[config.mk]
export PLATFORM = sky130hd
export DESIGN_NAME = param_sync_fifo
export DESIGN_NICKNAME = d
export VERILOG_FILES = /design/src/rtl/param_sync_fifo.sv
export SDC_FILE = /design/constraint.sdc
export NUM_CORES = 1
export LEC_CHECK = 0
export ABC_AREA = 0
export BUFFER_PORTS_ARGS = -buffer_cell sky130_fd_sc_hd__buf_2
export CAP_MARGIN = 0
export CORE_UTILIZATION = 56
export CTS_BUF_LIST = sky130_fd_sc_hd__clkbuf_8
export DETAILED_ROUTE_END_ITERATION = 6
export PLACE_DENSITY = 0.82
export SLEW_MARGIN = 20
export SYNTH_ARGS = -nofsm -noshare
export SYNTH_HDL_FRONTEND = slang
export SYNTH_SLANG_ARGS = --single-unit
export TNS_END_PERCENT = 100
[constraint.sdc]
create_clock -name clk -period 2.7 [get_ports clk]
set_clock_uncertainty 0.05 [all_clocks]
set_input_delay 0.54 -clock clk [delete_from_list [all_inputs] [get_ports clk]]
set_output_delay 0.54 -clock clk [all_outputs]
set_load 0.01 [all_outputs]
[src/rtl/param_sync_fifo.sv]
// Parametrised single-clock FIFO with thresholds, optional first-word-fall-through,
// non-power-of-2 depth, fill level, read-valid strobe and synchronous flush.
module param_sync_fifo #(
   parameter int WIDTH     = 16,
   parameter int DEPTH     = 8,
   parameter int AF_THRESH = 7,
   parameter int AE_THRESH = 1,
   parameter int FWFT      = 0,
   localparam int LW       = $clog2(DEPTH + 1)
) (
   input  logic             clk,
   input  logic             rst_n,
   input  logic             flush,
   input  logic             wr_en,
   input  logic [WIDTH-1:0] data_in,
   input  logic             rd_en,
   output logic [WIDTH-1:0] data_out,
   output logic             rd_valid,
   output logic             wr_ack,
   output logic             overflow,
   output logic             underflow,
   output logic             full,
   output logic             empty,
   output logic             almostfull,
   output logic             almostempty,
   output logic [LW-1:0]    level
);

   localparam int PW = (DEPTH > 1) ? $clog2(DEPTH) : 1;
   localparam logic [PW-1:0] PTR_LAST = PW'(DEPTH - 1);
   localparam logic [LW-1:0] LVL_FULL = LW'(DEPTH);
   localparam logic [LW-1:0] LVL_AF   = LW'(AF_THRESH);
   localparam logic [LW-1:0] LVL_AE   = LW'(AE_THRESH);

   logic [WIDTH-1:0] mem [DEPTH];

   logic [PW-1:0] wr_ptr_reg, rd_ptr_reg;
   logic [LW-1:0] level_reg;
   logic          wr_ack_reg, overflow_reg, underflow_reg;
   logic          rd_acc, wr_acc;

   assign full        = (level_reg == LVL_FULL);
   assign empty       = (level_reg == '0);
   assign almostfull  = (level_reg >= LVL_AF);
   assign almostempty = (level_reg <= LVL_AE);
   assign level       = level_reg;
   assign wr_ack      = wr_ack_reg;
   assign overflow    = overflow_reg;
   assign underflow   = underflow_reg;

   // A read frees a slot in the same edge, so a full FIFO can still take a write.
   always_comb begin
      rd_acc = rd_en && !empty;
      wr_acc = wr_en && (!full || rd_acc);
   end

   always_ff @(posedge clk) begin
      if (wr_acc && !flush) begin
         mem[wr_ptr_reg] <= data_in;
      end
   end

   always_ff @(posedge clk or negedge rst_n) begin
      if (!rst_n) begin
         wr_ptr_reg    <= '0;
         rd_ptr_reg    <= '0;
         level_reg     <= '0;
         wr_ack_reg    <= 1'b0;
         overflow_reg  <= 1'b0;
         underflow_reg <= 1'b0;
      end else if (flush) begin
         wr_ptr_reg    <= '0;
         rd_ptr_reg    <= '0;
         level_reg     <= '0;
         wr_ack_reg    <= 1'b0;
         overflow_reg  <= 1'b0;
         underflow_reg <= 1'b0;
      end else begin
         if (wr_acc) begin
            wr_ptr_reg <= (wr_ptr_reg == PTR_LAST) ? '0 : wr_ptr_reg + PW'(1);
         end
         if (rd_acc) begin
            rd_ptr_reg <= (rd_ptr_reg == PTR_LAST) ? '0 : rd_ptr_reg + PW'(1);
         end
         case ({wr_acc, rd_acc})
            2'b10:   level_reg <= level_reg + LW'(1);
            2'b01:   level_reg <= level_reg - LW'(1);
            default: level_reg <= level_reg;
         endcase
         wr_ack_reg    <= wr_acc;
         overflow_reg  <= wr_en && !wr_acc;
         underflow_reg <= rd_en && !rd_acc;
      end
   end

   generate
      if (FWFT != 0) begin : g_fwft
         // Head entry shown directly; masked while empty so reset presents zero.
         assign data_out = empty ? '0 : mem[rd_ptr_reg];
         assign rd_valid = !empty;
      end else begin : g_std
         logic [WIDTH-1:0] data_out_reg;
         logic             rd_valid_reg;

         always_ff @(posedge clk or negedge rst_n) begin
            if (!rst_n) begin
               data_out_reg <= '0;
               rd_valid_reg <= 1'b0;
            end else if (flush) begin
               rd_valid_reg <= 1'b0;
            end else if (rd_acc) begin
               data_out_reg <= mem[rd_ptr_reg];
               rd_valid_reg <= 1'b1;
            end else begin
               rd_valid_reg <= 1'b0;
            end
         end

         assign data_out = data_out_reg;
         assign rd_valid = rd_valid_reg;
      end
   endgenerate

endmodule

==> impl_results.md, run 1 <==
* YS warnings at 0
* Initial Util at 0.579
* Hold crit path type: in2async
* Count of final hold-check violations at 0
* Synth top area share at 0.607
* Initial DRC Count at 349
* Die Wd at 108 um
* Grt ovf at 0
* I/O pin cnt at 49
* TritonCTS clock tree: built
* Pre-CTS setup slack at 511 ps
* Placed Instances at 591
* Overall die area at 11700 um2
* Min Clock Period, post-route at 2500 ps
* Max-Cap Viols at 0
* Avg Inst Size Synth at 15.6 um2
* Maximum fanout along the worst path at 10
* Final setup fails at 0
* Critical path class: reg2out
* Via/cell ratio at 5.80
* Detail Placement HPWL at 7.52 mm
* Max FFs per register at 128
* RR Startpoint: level[0]
* Hold_buf cts at 0
* Ratio of total power to cell area at 828 nW/um2
* #FFs+latches synth at 158
* CP Data Arrival Time at 1910 ps
* Fin cells at 623
* Vias at 3611
* Post-CTS setup buffers at 0
* Lkg Pwr at 0.00264 uW
* Ys async rst share at 0.190
* Mapped Area at 6330 um2
* Mapped Nets at 434
* WL met1 at 5.02 mm
* VDD IR max at 403 uV
* Share of layout cells above drive strength 1 at 0.217
* Clk sink count at 158
* Part of the cycle the worst path needs at 0.925
* Clock root cell: clkbuf_8
* Crit path launch type: register
* ANT cells at 0
* DRC errors left at 0
* Post-synth top flop: edfxtp_1
* CP required at 2110 ps
* CP Capture Type: output port
* Drt pass-1 iters at 5
* Unrepaired setup endpoints after global routing: false
* Remaining antenna violation count after routing at 0
* H-tree depth reported by CTS at 4
* Area Growth Syn to Fin at 13.9%
* Nets at 498
* Largest net degree at the start of global routing at 44
* Reg2Reg Capture Point: data_out[3]
* R2r worst-path depth at 7
* Die height at 108 um
* WL/cell at 19.7 um
* Antenna violations before repair at 0
* Met2 routed WL at 6.17 mm
* Worst slew pin tran at 880 ps
* Top cells by area, synth: edfxtp_1, dfrtp_1, mux2i_1
* Maximum clock path buffer count at 2
* Sequential fraction of the synthesis area at 0.725
* Relative slew margins at 0.414
* Outcome: completed
* Core area at 10900 um2
* GRT Util Overall at 0.231
* Slew Viols, Final at 0
* Maximum clock rate at 0.401 GHz
* Leading area contributor after synthesis: edfxtp_1
* Final WL at 12.3 mm
* Row cnt at 38
* Cells after Synth at 406
* Resize count post-CTS at 0
* GP Congestion at 0.795
* Met3 Wirelength at 849 um
* Top routing layer in use: met4
* Overall Power at 5970 uW
* Number of I/O port buffers at 48
* Worst setup margin at 203 ps
* Clock latency at the later pin of the worst-skew pair at 440 ps
* Flop2flop setup slack at 500 ps
* CTS clk-pin slew, worst paths at 80 ps
* Netlist cell types at 41
* TNS Setup at 0 ps
* EDFF count, synth at 128
* Vias in the first global route at 3669
* CTS Buf Count at 17
* Global-route wire length before repair at 19.3 mm
-- stage by stage --
stage / instance area, um2 / utilization / hold WS [ps]
2_1_floorplan: 6340 / - / 194
3_3_place_gp: 6790 / 0.621 / 409
3_5_place_dp: 6790 / 0.621 / 415
4_1_cts: 7210 / 0.660 / 136
5_1_grt: 7210 / 0.660 / 163
6_report: 7210 / 0.660 / 119
-- cell type report --
type | count | area, um2
sequential | 158 | 4600
fill | 746 | 3720
multi-input combinational | 220 | 1610
timing repair buffer | 65 | 380
clock buffer | 18 | 248
tap | 140 | 175
clock inverter | 14 | 174
inverter | 8 | 31.3
-- synthesized netlist by cell type, types with 2 or more instances --
| library cell | count |
|---|---|
| mux2i_1 | 65 |
| nor3_1 | 6 |
| o21ai_1 | 2 |
| xor2_1 | 2 |
| a22oi_1 | 32 |
| nand2b_1 | 6 |
| nor2b_1 | 5 |
| nand3_1 | 19 |
| nand2_1 | 38 |
| ha_1 | 7 |
| dfrtp_1 | 30 |
| nor2_1 | 14 |
| buf_6 | 3 |
| clkbuf_1 | 8 |
| buf_2 | 8 |
| inv_1 | 6 |
| edfxtp_1 | 128 |
| a21oi_1 | 4 |
-- cell usage in the layout, fill, tap and decap left out, types with 2 or more instances in the layout --
master       n
edfxtp_1   128
mux2i_1     65
buf_2       48
nand2_1     38
a22oi_1     32
dfrtp_1     29
nand3_1     19
clkbuf_8    18
buf_4       16
nor2_1      14
clkinv_2     7
inv_1        7
ha_1         7
nand2b_1     6
nor2b_1      5
nor3_1       4
a21oi_1      4
bufinv_16    4
nor3_2       2
o21ai_1      2
xor2_1       2
-- kinds of logic (layout without fill, tap and decap cells) --
family,count (synthesis),in the layout,share of synthesized area
adders and majority gates,7,7,0.0138
and+or+nand+nor,96,96,0.0725
buffers and inverters,28,105,0.0225
DFF,158,158,0.725
AOI/OAI and AO/OA,50,50,0.0603
muxes,65,65,0.103
xor gates and xnor gates,2,2,0.00277
-- worst max-delay path by stage --
stage	from	to	cells after the start
after global routing	level[0]	empty	5
after detailed placement	level[0]	data_out[3]	7
after floorplan	level[0]	mem[7][0]	6
final	level[1]	empty	5
after global placement	level[1]	data_out[1]	7
after CTS	level[1]	empty	5
-- worst max-delay path, cell delays in order, from the launching register on --
cell and delay [ps]:
dfrtp_1 430, inv_1 150, ha_1 210, or3b_4 470
clkinv_2 90, buf_2 120
-- report_power, final --
| part | leakage (uW) | internal, uW | total (uW) | switching, uW |
|---|---|---|---|---|
| Sequential | 0.00154 | 2810 | 2970 | 159 |
| Combinational | 0.000881 | 469 | 1160 | 692 |
| Clock | 0.000221 | 1020 | 1840 | 819 |
-- per-layer routing --
metal | track usage | up-vias
met5 | 0 | -
met3 | 0.0621 | 18
li1 | - | 1667
met1 | 0.291 | 1789
met2 | 0.373 | 137
met4 | 0.113 | 0
(Power assumes the default switching activity.)
==> run 2: changes to the inputs <==
==> constraint.sdc (replaced) <==
create_clock -name clk -period 2.05 [get_ports clk]
set_clock_uncertainty 0.05 [all_clocks]
set_input_delay 0.41 -clock clk [delete_from_list [all_inputs] [get_ports clk]]
set_output_delay 0.41 -clock clk [all_outputs]
set_load 0.01 [all_outputs]
==> impl_results.md, run 2 (synthesis results as in run 1) <==
* Final setup fails at 1 (+1)
* Max FFs per register at 128 (unchanged)
* RR Startpoint: level[0]
* CP delay by family, top: flip-flops
* Number of I/O port buffers at 48 (unchanged)
* Sw Share at 0.288 (+0.00861)
* Critical Path, Cell by Cell: inv_2, ha_4, or3b_4, clkinv_4, buf_6
* Min Clock Period, post-route at 2070 ps
* Outcome: complete, but fails checks
* Part of the cycle the worst path needs at 1.01
* Commonest non-fill, non-tap cell in the layout: edfxtp_1
* Hold Crit Depth at 1
* Remaining antenna violation count after routing at 0 (unchanged)
* Vias at 3671 (+1.7%)
* TNS Setup at -21.9 ps (-21.9 ps)
* CP required at 1590 ps (-520 ps)
* Overall die area at 11700 um2 (unchanged)
* Internal power consumption at 5710 uW (+33%)
* Sequential share of power at 0.479 (-0.019)
* Clk sink count at 158 (unchanged)
* Antenna violations before repair at 0 (unchanged)
* Flop2flop setup slack at 110 ps (-390 ps)
* Critical path class: reg2out
* Top routing layer in use: met4
* Critical path's slowest cell: dfrtp_1
* GRT Util Overall at 0.234 (+0.00262)
* Global-route wire length before repair at 19.6 mm (+1.8%)
* Most frequent cells in the layout: edfxtp_1, mux2i_1, buf_2
* End-of-flow core utilization at 0.685 (+0.0257)
* Nets at 514 (+3.2%)
* NetSw at 2320 uW (+39%)
* Final instance area at 7490 um2 (+3.9%)
* WL met1 at 5.04 mm (+0.40%)
* Comb pwr share at 0.231 (+0.037)
* CP bufs+invs at 3 (unchanged)
* Post-DP Area at 6950 um2 (+2.3%)
* Unrepaired setup endpoints after global routing: true
* Hold EP: mem[0][3]
* Initial DRC Count at 223 (-36%)
* Worst setup margin at -21.9 ps (-225 ps)
* CP Data Arrival Time at 1610 ps (-300 ps)
* Met2 routed WL at 6.47 mm (+5.0%)
* R2r worst-path depth at 9 (+2)
* Slew Viols, Final at 0 (unchanged)
* Vias in the first global route at 3834 (+4.5%)
* Relative slew margins at 0.502 (+0.0886)
* DRC errors left at 0 (unchanged)
* Share of layout cells above drive strength 1 at 0.271 (+0.0531)
* Die height at 108 um (unchanged)
* WL/cell at 19.5 um (-1.1%)
* H-tree depth reported by CTS at 4 (unchanged)
* TritonCTS clock tree: built
* Overall Power at 8030 uW (+35%)
* Ratio of total power to cell area at 1070 nW/um2 (+29%)
* Crit-path max cell delay at 400 ps (-70 ps)
* Area Growth Syn to Fin at 18.3%
* Drt pass-1 iters at 4 (-1)
* GP Congestion at 0.833 (+4.8%)
* Largest net degree at the start of global routing at 65 (+48%)
* Count of final hold-check violations at 0 (unchanged)
* VDD IR max at 792 uV (+97%)
* Max-Cap Viols at 0 (unchanged)
* Clk network pwr share at 0.290 (-0.017)
* Crit path launch type: register
* Worst slew pin tran at 747 ps (-133 ps)
* Row cnt at 38 (unchanged)
* Via/cell ratio at 5.74 (-0.88%)
* CTS Buf Count at 17 (unchanged)
* Core area at 10900 um2 (unchanged)
* Clock root cell: clkbuf_8
* Lkg Pwr at 0.00271 uW (+2.6%)
* Maximum fanout along the worst path at 2 (-8)
* I/O pin cnt at 49 (unchanged)
* Hold crit path type: in2reg
* Met3 Wirelength at 710 um (-16%)
* ANT cells at 0 (unchanged)
* Pre-CTS setup slack at 29.8 ps (-481 ps)
* Die Wd at 108 um (unchanged)
* Violations in the final reports: negative setup slack
* Detail Placement HPWL at 7.61 mm (+1.3%)
* Reg2Reg Capture Point: level[1]
* Maximum clock path buffer count at 2 (unchanged)
* Maximum clock rate at 0.483 GHz
* Clock latency at the later pin of the worst-skew pair at 450 ps (about the same)
* Grt ovf at 0 (unchanged)
* Hold path start: data_in[3]
* CTS clk-pin slew, worst paths at 90 ps (about the same)
* Final WL at 12.4 mm (+1.5%)
* Initial Util at 0.579 (unchanged)
* CP Capture Type: output port
-- run 2: cell count changes in the layout (fill, tap and decap cells not counted), moves of 6 or more --
cell | before | now
buf_12 | 1 | 7
clkinv_2 | 7 | 1
nor2_1 | 14 | 8
buf_4 | 16 | 24
nor2_2 | 0 | 6
-- run 2: power by group through the flow --
stage	clock network, uW	logic (uW)	registers, uW
floorplan	0	990	4000
global placement	0	1560	3910
finish	2330	1860	3840
CTS	2380	1800	3840
detailed placement	0	1620	3910
global route	2510	2040	3880
-- run 2: metal layers --
metal | global-route usage | up-vias
met2 | 0.386 | 131
met1 | 0.287 | 1815
met5 | 0 | -
met3 | 0.0639 | 23
met4 | 0.109 | 0
li1 | - | 1702
-- run 2: repair_timing --
action / in CTS / in global routing
setup endpoints to repair: 4 / 20
pin swaps: 2 / 2
hold endpoints to repair: 30 / 0
setup buffers: 6 / 2
resized for setup: 10 / 5
hold buffers: 1 / 0
-- run 2: how the worst max path moves through the flow --
| stage | from | to | cells past startpoint | slack (ps) |
|---|---|---|---|---|
| CTS | level[1] | empty | 5 | -30 |
| finish | level[1] | empty | 5 | -20 |
| detailed placement | level[1] | mem[0][1] | 7 | 30 |
| global route | level[0] | empty | 5 | -90 |
| floorplan | level[1] | mem[0][0] | 6 | -70 |
| global placement | level[1] | mem[0][14] | 7 | 120 |
-- run 2: stage by stage --
step | hold WS (ps) | instances
floorplan | 64.4 | 406
global placement | 407 | 598
detailed placement | 408 | 598
CTS | 152 | 637
global route | 160 | 639
finish | 183 | 639
-- run 2: area by class of cell --
| class | instances | area, um2 |
|---|---|---|
| Sequential cell | 158 | 4600 |
| Fill cell | 737 | 3440 |
| Timing Repair Buffer | 81 | 594 |
| Tap cell | 140 | 175 |
| Clock buffer | 17 | 234 |
| Multi-Input combinational cell | 220 | 1680 |
| Inverter | 8 | 37.5 |
| Clock inverter | 15 | 173 |
==> run 3: changes to the inputs <==
--- a/config.mk
+++ b/config.mk
@@ -12,6 +12,7 @@
 export CTS_BUF_LIST = sky130_fd_sc_hd__clkbuf_8
 export DETAILED_ROUTE_END_ITERATION = 6
 export PLACE_DENSITY = 0.82
+export SKIP_LAST_GASP = 1
 export SLEW_MARGIN = 20
 export SYNTH_ARGS = -nofsm -noshare
 export SYNTH_HDL_FRONTEND = slang
==> impl_results.md, run 3 (synthesis results as in run 1) <==
* Slew Viols, Final at 0 (unchanged)
* CP Depth at 5 (unchanged)
* Max FFs per register at 128 (unchanged)
* CP Data Arrival Time at 1610 ps (about the same)
* Global-route wire length before repair at 19.6 mm (unchanged)
* CTS Buf Count at 17 (unchanged)
* WL/cell at 19.5 um (+0.23%)
* ANT cells at 0 (unchanged)
* Hold path start: data_in[3]
* H-tree depth reported by CTS at 4 (unchanged)
* Violations in the final reports: negative setup slack
* Area of the multi-input gates at 1680 um2 (unchanged)
* Initial Util at 0.579 (unchanged)
* CP bufs+invs at 3 (unchanged)
* Row cnt at 38 (unchanged)
* Min Clock Period, post-route at 2070 ps (-2.62 ps)
* R2r worst-path depth at 8 (-1)
* TritonCTS clock tree: built
* Maximum clock path buffer count at 2 (unchanged)
* Maximum fanout along the worst path at 2 (unchanged)
* Max-Cap Viols at 0 (unchanged)
* Commonest non-fill, non-tap cell in the layout: edfxtp_1
* Overall die area at 11700 um2 (unchanged)
* DRC errors left at 0 (unchanged)
* FF+latch area at 4600 um2 (unchanged)
* Hold crit path type: in2reg
* GP Congestion at 0.833 (unchanged)
* Number of I/O port buffers at 48 (unchanged)
* Die height at 108 um (unchanged)
* Reg2Reg Capture Point: mem[1][0]
* Remaining antenna violation count after routing at 0 (unchanged)
* RR Startpoint: level[0]
* Clock root cell: clkbuf_8
* Crit path launch type: register
* Critical path class: reg2out
* Maximum clock rate at 0.483 GHz (+0.13%)
* Vias at 3663 (-0.22%)
* Outcome: complete, but fails checks
* Hold Crit Depth at 1 (unchanged)
* Share of layout cells above drive strength 1 at 0.271 (unchanged)
* Largest net degree at the start of global routing at 65 (unchanged)
* Nets at 514 (unchanged)
* CP required at 1590 ps (about the same)
* Drt pass-1 iters at 5 (+1)
* Worst slew pin tran at 746 ps (-0.720 ps)
* Hold EP: mem[0][3]
* Fillers at 737 (unchanged)
* Critical Path, Cell by Cell: inv_2, ha_4, or3b_4, clkinv_4, buf_6
* CTS clk-pin slew, worst paths at 90 ps (about the same)
* Flop2flop setup slack at 80 ps (-30 ps)
* Detail Placement HPWL at 7.61 mm (unchanged)
* Part of the cycle the worst path needs at 1.01 (-0.00128)
* TNS Setup at -19.3 ps (+2.62 ps)
* CP Capture Type: output port
* VDD IR max at 789 uV (-0.43%)
* Lkg Pwr at 0.00271 uW (about the same)
* Final WL at 12.5 mm (+0.23%)
* Final setup fails at 1 (unchanged)
* Core area at 10900 um2 (unchanged)
* Area Growth Syn to Fin at 18.3% (unchanged)
* I/O pin cnt at 49 (unchanged)
* Clk sink count at 158 (unchanged)
* Crit-path max cell delay at 400 ps (about the same)
* CP delay by family, top: flip-flops
* Relative slew margins at 0.503 (about the same)
* Clock latency at the later pin of the worst-skew pair at 450 ps (about the same)
* Count of final hold-check violations at 0 (unchanged)
* Unrepaired setup endpoints after global routing: true
* Initial DRC Count at 245 (+9.9%)
* Grt ovf at 0 (unchanged)
* Most frequent cells in the layout: edfxtp_1, mux2i_1, buf_2
* Pre-CTS setup slack at 29.8 ps (unchanged)
* Via/cell ratio at 5.73 (-0.22%)
* Worst setup margin at -19.3 ps (+2.62 ps)
* Ratio of total power to cell area at 1070 nW/um2 (about the same)
* Die Wd at 108 um (unchanged)
* Vias in the first global route at 3834 (unchanged)
* Critical path's slowest cell: dfrtp_1
* GRT Util Overall at 0.234 (unchanged)
* Antenna violations before repair at 0 (unchanged)
-- run 3: cell counts in the layout (fill, tap and decap cells not counted) --
No cell type changed its count.
-- run 3: repair_timing --
item / 4_1_cts / 5_1_grt
setup endpoints to repair: 4 / 20
resized for setup: 10 / 5
setup buffers: 6 / 2
endpoints found under the hold margin: 30 / 0
pin swaps: 2 / 0
hold buffers: 1 / 0
-- run 3: layout make-up --
class,count,share of cell area
sequential,158,0.614
multi-input combinational,220,0.224
timing repair buffer,81,0.0793
clock buffer,17,0.0312
tap,140,0.0234
clock inverter,15,0.0230
inverter,8,0.00501
-- run 3: worst reg2reg max path, cell delays in order (launching register included) --
cell	delay (ps)
dfrtp_2	400
inv_4	40
ha_4	140
buf_4	120
nand3b_1	130
o211a_1	220
nand2_2	130
nor3_4	250
buf_12	190
-- run 3: how the worst max path moves through the flow --
stage,end,slack (ps),startpoint
after floorplan,mem[0][0],-70,level[1]
after global placement,mem[0][14],120,level[1]
after detailed placement,mem[0][1],30,level[1]
after CTS,empty,-30,level[1]
after global routing,empty,-90,level[0]
final,empty,-20,level[1]
-- run 3: routing by layer --
layer | up-vias | wire, um | track usage
met5 | - | 0 | 0
met4 | 0 | 195 | 0.109
met3 | 21 | 636 | 0.0639
met2 | 119 | 6560 | 0.386
met1 | 1820 | 5080 | 0.287
li1 | 1703 | - | -
-- run 3: metrics by stage --
stage               hold WS [ps]  cells  cell area [um2]   util  total power, uW
floorplan                   64.4    406             6370      -             4990
global placement             407    598             6950  0.636             5460
CTS                          152    637             7460  0.682             8020
detailed placement           408    598             6950  0.636             5540
global route                 160    639             7490  0.685             8430
finish                       185    639             7490  0.685             8030
-- run 3: power by group --
| part | switching, uW | leakage, uW | internal, uW | total (uW) |
|---|---|---|---|---|
| clock network | 1130 | 0.000203 | 1200 | 2330 |
| registers | 136 | 0.00154 | 3710 | 3840 |
| logic | 1050 | 0.000969 | 808 | 1860 |
